**src/rtl/bram_load_store_unit.sv**
```systemverilog
// bram_load_store_unit
//    Front end that turns byte-addressed load/store requests into strobes for
//    one port of a dual-port block RAM. The unit aligns, masks and extends
//    byte, halfword and word accesses. Only one transaction is in flight.
//
// Ports
//    clk, reset           clock (rising edge), asynchronous active-high reset
//    req_valid/req_ready  request handshake
//    req_write            1 = store, 0 = load
//    req_addr             byte address
//    req_size             00 byte, 01 half, 10 word, 11 illegal
//    req_unsigned         loads: 1 = zero-extend, 0 = sign-extend
//    req_wdata            right-justified store data
//    resp_valid/ready     response handshake
//    resp_rdata           load result (0 for stores and errors)
//    resp_error           request was rejected without touching memory
//    mem_*                BRAM port: address, rd_en, wr_data, byte wr_en, rd_data

module bram_load_store_unit #(
   parameter  int CAPACITY_BYTES = 128,
   localparam int ADDR_BITS      = $clog2(CAPACITY_BYTES)
) (
   input  logic                 clk,
   input  logic                 reset,
   input  logic                 req_valid,
   output logic                 req_ready,
   input  logic                 req_write,
   input  logic [31:0]          req_addr,
   input  logic [1:0]           req_size,
   input  logic                 req_unsigned,
   input  logic [31:0]          req_wdata,
   output logic                 resp_valid,
   input  logic                 resp_ready,
   output logic [31:0]          resp_rdata,
   output logic                 resp_error,
   output logic [ADDR_BITS-1:0] mem_address,
   output logic                 mem_rd_en,
   output logic [31:0]          mem_wr_data,
   output logic [3:0]           mem_wr_en,
   input  logic [31:0]          mem_rd_data
);

   typedef enum logic [1:0] {IDLE, LOAD_WAIT, RESP} state_t;

   state_t      state_q, state_d;
   logic [31:0] respRdata_q, respRdata_d;
   logic        respError_q, respError_d;
   logic [1:0]  loadOff_q, loadOff_d;
   logic [1:0]  loadSize_q, loadSize_d;
   logic        loadUnsigned_q, loadUnsigned_d;

   logic        reqErr;
   logic        accept;
   logic        memActive;
   logic [31:0] laneShifted;
   logic [31:0] loadResult;

   // The reset term keeps the request side quiet while reset is asserted,
   // even though the state register already reads IDLE.
   assign req_ready  = (state_q == IDLE) && !reset;
   assign accept     = req_valid && req_ready;
   assign resp_valid = (state_q == RESP);
   assign resp_rdata = respRdata_q;
   assign resp_error = respError_q;

   // A request is rejected if its size is illegal, it is misaligned for its
   // size, or it falls outside the attached memory.
   always_comb begin
      reqErr = 1'b0;
      unique case (req_size)
         2'b00:   reqErr = 1'b0;
         2'b01:   reqErr = req_addr[0];
         2'b10:   reqErr = (req_addr[1:0] != 2'b00);
         default: reqErr = 1'b1;
      endcase
      if (req_addr >= 32'(CAPACITY_BYTES))
         reqErr = 1'b1;
   end

   assign memActive = accept && !reqErr;

   // BRAM strobes are driven straight from the request so that a store
   // commits, and a load's read is issued, on the accept edge itself.
   // Store data is replicated across lanes; the byte enables pick the lanes.
   always_comb begin
      mem_address = '0;
      mem_rd_en   = 1'b0;
      mem_wr_en   = 4'b0000;
      mem_wr_data = 32'h0;
      if (memActive) begin
         mem_address = req_addr[ADDR_BITS-1:0];
         if (req_write) begin
            unique case (req_size)
               2'b00: begin
                  mem_wr_en   = 4'b0001 << req_addr[1:0];
                  mem_wr_data = {4{req_wdata[7:0]}};
               end
               2'b01: begin
                  mem_wr_en   = 4'b0011 << req_addr[1:0];
                  mem_wr_data = {2{req_wdata[15:0]}};
               end
               default: begin
                  mem_wr_en   = 4'b1111;
                  mem_wr_data = req_wdata;
               end
            endcase
         end else begin
            mem_rd_en = 1'b1;
         end
      end
   end

   // Move the addressed lane down to bit 0, then extend it to 32 bits
   // using the size and signedness captured when the load was accepted.
   assign laneShifted = mem_rd_data >> {loadOff_q, 3'b000};

   always_comb begin
      loadResult = mem_rd_data;
      unique case (loadSize_q)
         2'b00:   loadResult = loadUnsigned_q ? {24'h0, laneShifted[7:0]}
                                              : {{24{laneShifted[7]}}, laneShifted[7:0]};
         2'b01:   loadResult = loadUnsigned_q ? {16'h0, laneShifted[15:0]}
                                              : {{16{laneShifted[15]}}, laneShifted[15:0]};
         default: loadResult = mem_rd_data;
      endcase
   end

   // Next-state logic. Stores and errors answer one cycle after accept;
   // loads spend one extra cycle in LOAD_WAIT collecting BRAM read data.
   // The response registers are only updated on the way into RESP, so they
   // stay stable for as long as the consumer applies backpressure.
   always_comb begin
      state_d        = state_q;
      respRdata_d    = respRdata_q;
      respError_d    = respError_q;
      loadOff_d      = loadOff_q;
      loadSize_d     = loadSize_q;
      loadUnsigned_d = loadUnsigned_q;
      unique case (state_q)
         IDLE: begin
            if (accept) begin
               if (reqErr) begin
                  state_d     = RESP;
                  respError_d = 1'b1;
                  respRdata_d = 32'h0;
               end else if (req_write) begin
                  state_d     = RESP;
                  respError_d = 1'b0;
                  respRdata_d = 32'h0;
               end else begin
                  state_d        = LOAD_WAIT;
                  loadOff_d      = req_addr[1:0];
                  loadSize_d     = req_size;
                  loadUnsigned_d = req_unsigned;
               end
            end
         end
         LOAD_WAIT: begin
            state_d     = RESP;
            respError_d = 1'b0;
            respRdata_d = loadResult;
         end
         RESP: begin
            if (resp_ready)
               state_d = IDLE;
         end
         default: state_d = IDLE;
      endcase
   end

   // State and response registers; reset discards any pending response.
   always_ff @(posedge clk or posedge reset) begin
      if (reset) begin
         state_q        <= IDLE;
         respRdata_q    <= 32'h0;
         respError_q    <= 1'b0;
         loadOff_q      <= 2'b00;
         loadSize_q     <= 2'b00;
         loadUnsigned_q <= 1'b0;
      end else begin
         state_q        <= state_d;
         respRdata_q    <= respRdata_d;
         respError_q    <= respError_d;
         loadOff_q      <= loadOff_d;
         loadSize_q     <= loadSize_d;
         loadUnsigned_q <= loadUnsigned_d;
      end
   end

endmodule

```
**config.mk**
```make
export PLATFORM = sky130hd
export DESIGN_NAME = bram_load_store_unit
export DESIGN_NICKNAME = d
export VERILOG_FILES = /design/src/rtl/bram_load_store_unit.sv
export SDC_FILE = /design/constraint.sdc
export NUM_CORES = 1
export LEC_CHECK = 0
export ABC_AREA = 1
export CAP_MARGIN = 20
export CORE_ASPECT_RATIO = 1.5
export CORE_UTILIZATION = 38
export DETAILED_ROUTE_END_ITERATION = 8
export PLACE_DENSITY_LB_ADDON = 0.12
export SLEW_MARGIN = 15
export SYNTH_ARGS = -nofsm -noshare
export SYNTH_HDL_FRONTEND = slang
export SYNTH_SLANG_ARGS = --single-unit
export TNS_END_PERCENT = 50
```
**constraint.sdc**
```tcl
create_clock -name clk -period 3.7 [get_ports clk]
set_input_delay 0.74 -clock clk [delete_from_list [all_inputs] [get_ports clk]]
set_output_delay 0.74 -clock clk [all_outputs]
set_load 0.01 [all_outputs]
```
==> summary.md, run 1 <==
| Metric | Value |
|---|---|
| Outcome | completed |
| Port buffer count | around 180 |
| Routed WL per cell | roughly 14 um |
| Final Hold Fails | 0 |
| Final max-slew violation count | 0 |
| Final Skew | 0.00227 ns |
| Die ar. | around 8200 sq um |
| Final worst slack | 0.162 ns |
| Post-CTS setup buffer count | 0 |
| Vias in the first global route | around 3700 |
| Clk Latency, worst-skew pair | 0.28 ns |
| Worst endpoint required time | around 3 ns |
| Global-route usage over all layers | between 20% and 30% |
| Initial antenna violation count | 0 |
| Area Growth Syn to Fin | 69.9% |
| Post-Syn Nets | about 580 |
| Die Ht | 110 um |
| Largest net degree at the start of global routing | 41 |
| DRC violations left | 0 |
| Critical path type | input pin to output port |
| Initial Util | 39.0% |
| First-pass GRT wire length | 15800 um |
| Htree depth | 2 |
| TritonCTS buffer count | 5 |
| Synth Instances | 475 |
| Worst-path fanout max | 6 |
| CTS tree | done |
| Type of the worst min-delay path | flop to flop |
| Clock sinks | 40 |
| Crit path DAT | 2.80 ns |
| Max-slew headroom | 52.9% |
| Reported max-cap violation count | 0 |
| Hold depth | 2 |
| FF+latch count, synth | 40 |
| Iteration-0 DRC Markers | 189 |
| Avg Inst Size Synth | about 6.2 sq um |
| Least-Margin Pin Slew | 0.706 ns |
| Static leakage | ~0.0026 uW |
| CP Capture Type | output port |
| Chip width | about 74 um |
| Final Cycle Share | between 90% and 100% |
| Distinct cells, synth | 33 |
| GRT overflow | 0 |
| Core area | around 7600 sq um |
| Pre-CTS WS | just over 0.06 ns |
| Clock transition at path regs | about 0.060 ns |
| Nets | 755 |
| Startpoint types | input pin |
| Placed Area | ~5000 sq um |
| Sequential area share after synthesis | 33.7% |
| Final min period | 3.54 ns |
| TritonRoute pass-1 iters | 4 |
| Routed WL | around 10000 um |
| Layout cell share with drive strength beyond 1 | 5.37% |
| R2R cell count | 6 |
| ANT cells | 0 |
| Peak supply drop | ~190 uV |
| RePlAce Congestion | 0.868 |
| # setup viols final | 0 |
| Hold buffer count at CTS | 0 |
| DR vias | between 3000 and 4000 |
| Clock tree buffer depth | 2 |
| Achievable Freq | 283 MHz |
| Detailed placer's ending HPWL | just over 8000 um |
| Resized cells post-CTS | 0 |
| Pwr dens | ~220 nW/um^2 |
| Via/cell ratio | between 5 and 6 |
| CTS root buffer | clkbuf_16 |
| Row count | 39 |
| Antenna viol nets, final | 0 |
| Mapped cell area | roughly 3000 sq um |
| Setup TNS | 0 ns |
| IO Count | 183 |
| Final instance area | 5040 sq um |
| RSZ-0062 raised after global routing | false |
| Synth Warn # | 0 |
per-stage QoR:
stage | total power (uW) | hold WS [ns] | cells | util (%)
floorplan | 530 | 0.484 | 475 | -
global placement | 676 | 0.453 | 746 | 63.8
detailed placement | 676 | 0.457 | 746 | 63.8
CTS | 1110 | 0.472 | 754 | 65.8
global route | 1140 | 0.490 | 754 | 66.2
finish | 1100 | 0.468 | 754 | 66.2
area by class of cell:
type | instances | area [sq um]
fillers | 714 | 2570
repair buffers | 194 | 1940
multi-input cells | 373 | 1680
flip-flops and latches | 40 | 1000
clock buffers | 6 | 139
inverters | 37 | 139
well taps | 102 | 128
clock inverters | 2 | 10.0
per-layer routing:
layer / share of wire [%] / global-route usage, % / vias to the layer above / wire, um
li1: - / - / 1871 / -
met1: 36 / 24.4 / 1706 / 3710
met2: 53 / 47.5 / 175 / 5460
met3: 7.3 / 6.00 / 32 / 754
met4: 4.5 / 14.4 / 0 / 468
met5: 0 / 0 / - / 0
path summary, 6_finish.rpt:
check,start,to,slack (ns)
worst max-delay path,req_addr[0],mem_wr_data[31],0.16
worst min-delay path,resp_rdata[26],resp_rdata[26],0.47
worst max register to register,loadOff_q[0],resp_rdata[8],1.73
worst min register to register,resp_rdata[26],resp_rdata[26],0.47
max in group asynchronous,reset,resp_rdata[13],2.41
min in group asynchronous,reset,resp_rdata[18],0.95
kinds of logic after synthesis:
logic type | count (synthesis) | share of synthesized area (%)
and+or+nand+nor | 296 | 41.1
AOI/OAI and AO/OA | 77 | 15.5
buffers and inverters | 62 | 9.66
DFF | 40 | 33.7
critical path, stage by stage:
cell and delay (ns):
clkdlybuf4s50_1 0.47, nor2_1 0.17, nand2_1 0.07, nand2_1 0.08, nand3_1 0.12, nor2_4 0.12, buf_4 0.15, nand4_1 0.11
nor2_1 0.18, clkdlybuf4s50_1 0.59
cells in the final DEF (no fill, tap or decap), types with 2 or more instances in the layout:
master           instances
a21o_1                   4
a21oi_1                 17
nand3_1                 12
o22ai_1                  7
nand4_1                 12
clkbuf_16                5
dfrtp_1                 40
buf_4                   12
nor3_1                   3
nand2_1                160
clkdlybuf4s50_1        171
o211ai_1                15
nor2_1                  94
inv_2                    3
dlymetal6s2s_1          11
o21ai_1                  2
nor2_2                   2
inv_1                   33
nand2_2                  2
nand3_2                  3
o21ai_0                 29
nor2_4                   2
clkinv_2                 2
where the power goes:
group | switching [uW] | leakage [uW] | internal, uW | total (uW)
sequential | 2.99 | 0.000555 | 441 | 444
clock | 167 | 0.0000766 | 265 | 432
combinational | 94.2 | 0.00193 | 130 | 224
total | 264 | 0.00257 | 837 | 1100
synthesized netlist by cell type:
library cell | number | area share, %
nor2_4 | 2 | 0.76
buf_6 | 5 | 1.9
nand3_1 | 12 | 2.0
o21ai_2 | 1 | 0.30
a21o_1 | 4 | 1.0
o211ai_1 | 15 | 3.8
nor3_1 | 3 | 0.51
nand2_1 | 161 | 20
and2_0 | 1 | 0.21
nor2_2 | 1 | 0.21
nand2_4 | 1 | 0.38
or2_0 | 1 | 0.21
o221ai_1 | 1 | 0.30
o22ai_1 | 7 | 1.5
buf_1 | 3 | 0.38
inv_1 | 33 | 4.2
clkinv_1 | 1 | 0.13
nand2_2 | 1 | 0.21
or2_1 | 1 | 0.21
and3_1 | 1 | 0.21
nand3_2 | 3 | 1.0
nor2_1 | 95 | 12
o21ai_4 | 1 | 0.55
o21ai_1 | 2 | 0.34
a21oi_1 | 17 | 2.9
inv_2 | 3 | 0.38
buf_2 | 7 | 1.2
clkbuf_1 | 8 | 1.0
o21ai_0 | 29 | 4.9
nand4_1 | 12 | 2.5
buf_4 | 2 | 0.51
dfrtp_1 | 40 | 34
and2_1 | 1 | 0.21
flip-flops by register name, indices dropped and copies added (netlist names):
signal          count
state_q             2
loadUnsigned_q      1
loadOff_q           2
loadSize_q          2
resp_rdata         32
resp_error          1
Note: power is estimated with default switching activity, not from simulation.
==> inputs of run 2 (changes only) <==
--- a/config.mk
+++ b/config.mk
@@ -5,10 +5,9 @@
 export SDC_FILE = /design/constraint.sdc
 export NUM_CORES = 1
 export LEC_CHECK = 0
-export ABC_AREA = 1
 export CAP_MARGIN = 20
 export CORE_ASPECT_RATIO = 1.5
-export CORE_UTILIZATION = 38
+export CORE_UTILIZATION = 37
 export DETAILED_ROUTE_END_ITERATION = 8
 export PLACE_DENSITY_LB_ADDON = 0.12
 export SLEW_MARGIN = 15
==> run 2 against run 1 <==
Compared with the run above: final cell count decreased by 17%; register-to-register slack lost 0.46 ns; clock power decreased by 28%; critical path type unchanged; largest cell class unchanged.
==> summary.md, run 2 <==
| Metric | Value |
|---|---|
| Outcome | completed |
| Worst R2R Setup Slack | 1.27 ns (-0.46 ns) |
| Initial antenna violation count | 0 (unchanged) |
| Clock transition at path regs | 0.07 ns (about the same) |
| RSZ-0062 raised after global routing | false |
| Sequential area share after synthesis | 35.2% (+1.5 points) |
| Final Hold Fails | 0 (unchanged) |
| Internal | 735 uW (-12%) |
| Reported max-cap violation count | 0 (unchanged) |
| Avg Inst Size Synth | 8.13 sq um (+30%) |
| Peak supply drop | 112 uV (-43%) |
| Post-synth ARST share | 100% (unchanged) |
| Initial Util | 38.8% (-0.13 points) |
| Most common cell after layout, fill and taps aside | clkdlybuf4s50_1 |
| TritonRoute pass-1 iters | 6 (+2) |
| Least-Margin Pin Slew | 0.939 ns (+0.233 ns) |
| RePlAce Congestion | 0.845 (-2.7%) |
| Worst endpoint required time | 2.96 ns (about the same) |
| Via/cell ratio | 5.31 (+5.8%) |
| First-pass GRT wire length | 15700 um (-0.57%) |
| Clock sinks | 40 (unchanged) |
| Area Growth Syn to Fin | 73.9% |
| Switching fraction of total power | 26.2% (+2.2 points) |
| Achievable Freq | 278 MHz (-1.5%) |
| Detailed placer's ending HPWL | 7550 um (-8.4%) |
| Distinct cells, synth | 34 (+3.0%) |
| Reg power frac | 44.5% (+4.2 points) |
| Clock tree buffer depth | 2 (unchanged) |
| CP Launch Point | req_addr[0] |
| Synth Warn # | 0 (unchanged) |
| Main synth FF type | dfrtp_1 |
| Hold Startpoint | resp_error |
| Hold buffer count at CTS | 0 (unchanged) |
| # setup viols final | 0 (unchanged) |
| Most frequent cell after synthesis | inv_1 |
| Final instance area | 4940 sq um (-1.9%) |
| Post-CTS setup buffer count | 0 (unchanged) |
| Row count | 38 (-2.6%) |
| # fillers | 667 (-6.6%) |
| Flip-flop count of the largest register, all copies and words added | 32 (unchanged) |
| Iteration-0 DRC Markers | 189 (unchanged) |
| Post-Syn Nets | 454 (-22%) |
| CTS tree | done |
| IO Count | 183 (unchanged) |
| Type of the worst min-delay path | flop to flop |
| Pre-CTS WS | -0.0484 ns (-0.110 ns) |
| Post-synth EDFFs | 0 (unchanged) |
| Worst-path fanout max | 39 (+33) |
| Final Skew | 0.0123 ns (+0.00999 ns) |
| Largest net degree at the start of global routing | 40 (-2.4%) |
| Critical path type | input pin to output port |
| R2r startpoint | loadOff_q[1] |
| ANT cells | 0 (unchanged) |
| Synth Instances | 350 (-26%) |
| Pwr dens | 201 nW/um^2 (-7.8%) |
| Routed WL | 9800 um (-5.7%) |
| Dominant cells by area after synthesis | dfrtp_1, mux2i_1, nor3_1 |
| FF+latch count, synth | 40 (unchanged) |
| Nets | 631 (-16%) |
| Leading cell types in the layout, fill and taps excluded | clkdlybuf4s50_1, inv_1, nor3_1, dfrtp_1, mux2i_1 |
| Final worst slack | 0.109 ns (-0.0532 ns) |
| Comb pwr share | 24.4% (+4.0 points) |
| Die ar. | 8050 sq um (-1.5%) |
| Port buffer count | 182 (unchanged) |
| Final Cycle Share | 97.0% (+1.4 points) |
| Final min period | 3.59 ns (+0.0532 ns) |
| Htree depth | 2 (unchanged) |
| DR vias | 3333 (-12%) |
| Core area | 7320 sq um (-3.8%) |
| Mapped cell area | 2840 sq um (-4.1%) |
| Area leader, netlist | dfrtp_1 |
| Max-slew headroom | 37.3% (-16 points) |
| Static leakage | 0.00233 uW (-9.0%) |
| Final max-slew violation count | 0 (unchanged) |
| Routed WL per cell | 15.6 um (+13%) |
| Crit path DAT | 2.85 ns (+0.05 ns) |
| Die Ht | 109 um (-0.76%) |
| GRT overflow | 0 (unchanged) |
| CTS root buffer | clkbuf_8 |
| Psw | 261 uW (-1.1%) |
| TritonCTS buffer count | 5 (unchanged) |
| CP Capture Type | output port |
| Antenna viol nets, final | 0 (unchanged) |
| Layout cell share with drive strength beyond 1 | 7.20% (+1.8 points) |
| Clk pwr share | 31.0% (-8.3 points) |
| DRC violations left | 0 (unchanged) |
| Vias in the first global route | 3392 (-7.5%) |
| Global-route usage over all layers | 25.1% (-0.22 points) |
| Startpoint types | input pin |
| Top-area cell type share of the netlist area | 35.2% (+1.5 points) |
| Chip width | 73.6 um (-0.75%) |
| Placed Area | 4810 sq um (-1.1%) |
| Clk Latency, worst-skew pair | 0.30 ns (+0.02 ns) |
| Post-synth top cells | inv_1, dfrtp_1, nor3_1 |
## run 2: cell types whose count changed after synthesis, sizes merged, moves of 10 or more
cell	change
clkbuf	+12
inv	+17
mux2i	+33
nand2	-163
nand3	-14
nand4	-10
nor2	-72
nor3	+37
o211ai	-15
o22ai	+18
## run 2: final timing paths
| check | to | depth (start not counted) |
|---|---|---|
| worst max-delay path | mem_wr_data[21] | 7 |
| worst min-delay path | resp_error | 2 |
| worst max register to register | resp_rdata[17] | 4 |
| worst min register to register | resp_error | 2 |
| max in group asynchronous | resp_rdata[25] | 3 |
| min in group asynchronous | resp_rdata[12] | 2 |
## run 2: cells by family after synthesis
group / Yosys count / synth area share, %
muxes: 39 / 14.4
buffers and inverters: 82 / 11.6
AOI/OAI and AO/OA: 105 / 23.7
DFF: 40 / 35.2
and+or+nand+nor: 84 / 15.1
## run 2: critical path, cell delays in order
cell and delay (ns):
clkdlybuf4s50_1 0.44, a211oi_1 0.27, and4_1 0.26, nand4_1 0.15, buf_12 0.22, nor3_1 0.19
clkdlybuf4s50_1 0.57
## run 2: power by group through the flow
stage                     clock network, uW  registers (uW)  logic, uW
after floorplan                           0             452       87.0
after global placement                    0             452        240
after detailed placement                  0             452        243
after CTS                               312             444        244
after global routing                    338             444        263
final                                   309             444        243
## run 2: stage by stage
stage | setup TNS, ns | hold WS, ns | instances | utilization (%) | total power [uW]
floorplan | 0 | 0.503 | 350 | - | 539
global placement | -0.109 | 0.501 | 620 | 65.7 | 692
detailed placement | -0.155 | 0.511 | 620 | 65.7 | 695
CTS | 0 | 0.521 | 628 | 66.8 | 1000
global route | 0 | 0.550 | 628 | 67.5 | 1050
finish | 0 | 0.515 | 628 | 67.5 | 996
## run 2: per-layer routing
metal	track usage [%]	vias to the layer above	part of all wire, %
met5	0	-	0
met1	26.7	1541	36
met4	9.75	0	2.6
li1	-	1607	-
met3	6.05	20	8.5
met2	46.5	165	53
## run 2: timing repair
| action | 4_1_cts | 5_1_grt |
|---|---|---|
| endpoints found under the hold margin | 0 | 0 |
| gates resized for setup | 6 | 21 |
| endpoints found under the setup margin | 6 | 20 |
| pin swaps | 0 | 1 |
## run 2: area by class of cell
type | count | area [sq um] | share of cell area, %
timing repair buffer | 199 | 2000 | 40.5
multi-input combinational | 228 | 1520 | 30.8
sequential | 40 | 1000 | 20.2
inverter | 53 | 199 | 4.02
tap | 100 | 125 | 2.53
clock buffer | 6 | 82.6 | 1.67
clock inverter | 2 | 10.0 | 0.202
==> inputs of run 3 (changes only) <==
==> constraint.sdc (replaced) <==
create_clock -name clk -period 3.9 [get_ports clk]
set_input_delay 0.78 -clock clk [delete_from_list [all_inputs] [get_ports clk]]
set_output_delay 0.78 -clock clk [all_outputs]
set_load 0.01 [all_outputs]
==> run 3 against run 2 <==
Compared with the run above: first-iteration DRC count decreased by 21%; sequential share of layout area increased by 0.36 points; count of clock-buffer cells in the layout increased by 1; clock power decreased by 2%; routed wire length decreased by 0.28%; register-to-register slack improved by 0.16 ns; total power decreased by 4.4%; setup slack improved by 0.0063 ns; sequential power decreased by 5.2%; final cell count decreased by 1.1%; clock skew decreased by 0.0052 ns; critical path depth unchanged; critical endpoint is now mem_wr_data[27]; highest routed layer unchanged.
==> summary.md, run 3 (synthesized netlist as in run 2, its figures left out) <==
| Metric | Value |
|---|---|
| CP Buf/Inv Count | 4 (+1) |
| Global-route usage over all layers | 24.6% (-0.42 points) |
| Crit path DAT | 3.00 ns (+0.15 ns) |
| Initial antenna violation count | 0 (unchanged) |
| Clock sinks | 40 (unchanged) |
| Nets | 625 (-0.95%) |
| Worst endpoint required time | 3.12 ns (+0.16 ns) |
| DRC violations left | 0 (unchanged) |
| Initial Util | 38.8% (unchanged) |
| Least-Margin Pin Slew | 0.926 ns (-0.0130 ns) |
| Outcome | completed |
| Final max-slew violation count | 0 (unchanged) |
| Iteration-0 DRC Markers | 150 (-21%) |
| Setup TNS | 0 ns (unchanged) |
| R2r startpoint | loadOff_q[1] |
| Largest net degree at the start of global routing | 44 (+10%) |
| GRT overflow | 0 (unchanged) |
| TritonRoute pass-1 iters | 4 (-2) |
| Vias in the first global route | 3337 (-1.6%) |
| Final min period | roughly 3.8 ns |
| Placed Area | 4760 sq um (-0.94%) |
| Crit-path max cell delay | 0.59 ns (+0.02 ns) |
| Startpoint types | input pin |
| # setup viols final | 0 (unchanged) |
| Final Skew | 0.00702 ns (-0.00525 ns) |
| Routed WL per cell | 15.7 um (+0.85%) |
| Core area | 7320 sq um (unchanged) |
| CTS tree | done |
| RSZ-0062 raised after global routing | false |
| Chip width | 73.6 um (unchanged) |
| Critical path type | input pin to output port |
| Via/cell ratio | 5.27 (-0.66%) |
| Htree depth | 2 (unchanged) |
| Type of the worst min-delay path | flop to flop |
| Hold buffer count at CTS | 0 (unchanged) |
| Max-slew headroom | 38.0% (+0.71 points) |
| Routed WL | 9780 um (-0.28%) |
| Reported max-cap violation count | 0 (unchanged) |
| Pwr dens | 196 nW/um^2 (-2.7%) |
| Layout cell share with drive strength beyond 1 | 5.76% (-1.4 points) |
| TritonCTS buffer count | 5 (unchanged) |
| Clk Latency, worst-skew pair | 0.30 ns (about the same) |
| IO Count | 183 (unchanged) |
| Antenna viol nets, final | 0 (unchanged) |
| First-pass GRT wire length | 15300 um (-2.6%) |
| Resized cells post-CTS | 0 (-6) |
| Die ar. | 8050 sq um (unchanged) |
| Final Total Pwr | 952 uW (-4.4%) |
| Die Ht | 109 um (unchanged) |
| Port buffer count | 182 (unchanged) |
| Hold Startpoint | loadUnsigned_q |
| Peak supply drop | 112 uV (+0.49%) |
| Static leakage | 0.00190 uW (-19%) |
| Final Hold Fails | 0 (unchanged) |
| RePlAce Congestion | 0.848 (+0.38%) |
| Area Growth Syn to Fin | 70.8% |
| Crit path max-delay cell type | clkdlybuf4s50_1 |
| CP Capture Type | output port |
| Row count | 38 (unchanged) |
| Final Cycle Share | a little over nine tenths |
| DR vias | 3274 (-1.8%) |
| Flip-flop count of the largest register, all copies and words added | 32 (unchanged) |
| Post-CTS setup buffer count | 0 (unchanged) |
| Clock tree buffer depth | 2 (unchanged) |
| Leading cell types in the layout, fill and taps excluded | clkdlybuf4s50_1, inv_1, nor3_1, dfrtp_1, mux2i_1 |
| ANT cells | 0 (unchanged) |
| Clock transition at path regs | 0.07 ns (about the same) |
| Most common cell after layout, fill and taps aside | clkdlybuf4s50_1 |
| Worst-path fanout max | 43 (+10%) |
| CP Launch Point | req_addr[0] |
| Achievable Freq | 264 MHz |
| Crit-path cells | clkdlybuf4s50_1, buf_4, o31ai_1, nand4_1, buf_12, nor3_1, clkdlybuf4s50_1 |
| Critical path's most frequent cell | clkdlybuf4s50_1 |
| Final instance area | 4860 sq um (-1.7%) |
| CTS root buffer | clkbuf_8 |
| CP top delay family | buffers and inverters |
| Detailed placer's ending HPWL | 7540 um (-0.11%) |
## run 3: cell types whose count changed in the layout (fill, tap and decap cells not counted), sizes merged
cell and change:
clkdlybuf4s50 +26, buf -6, clkinv -2, clkbuf +1
dlygate4sd2 -6, dlymetal6s2s -20
## run 3: worst paths after layout
kind	end	slack [ns]	cells after the start
setup / recovery	mem_wr_data[27]	0.12	7
hold / removal	loadUnsigned_q	0.53	1
setup reg to reg	resp_rdata[17]	1.43	4
hold reg to reg	loadUnsigned_q	0.53	1
max in group asynchronous	resp_rdata[29]	2.53	3
min in group asynchronous	resp_rdata[12]	1.01	3
## run 3: stage by stage
stage	util, %	hold WS [ns]	setup slack, ns	std cells
final	66.4	0.534	0.116	621
after global routing	66.4	0.561	0.0243	621
after floorplan	-	0.503	0.996	350
after detailed placement	65.0	0.520	0.127	614
after CTS	66.4	0.537	0.111	621
after global placement	65.0	0.516	0.119	614
## run 3: where the power goes
group	switching (uW)	internal, uW	total (uW)
Combinational	92.7	135	228
Clock	145	158	303
Sequential	3.62	418	421
## run 3: metal layers
| layer | vias up | global-route usage (%) | wire (um) |
|---|---|---|---|
| met3 | 14 | 5.68 | 671 |
| li1 | 1596 | - | - |
| met1 | 1529 | 24.7 | 3620 |
| met5 | - | 0 | 0 |
| met4 | 0 | 9.62 | 231 |
| met2 | 135 | 47.6 | 5260 |
## run 3: layout make-up
| class | instances | area (sq um) |
|---|---|---|
| repair buffers | 193 | 1920 |
| inverters | 53 | 199 |
| flip-flops and latches | 40 | 1000 |
| multi-input cells | 228 | 1520 |
| clock buffers | 7 | 96.3 |
| well taps | 100 | 125 |
| fillers | 684 | 2460 |
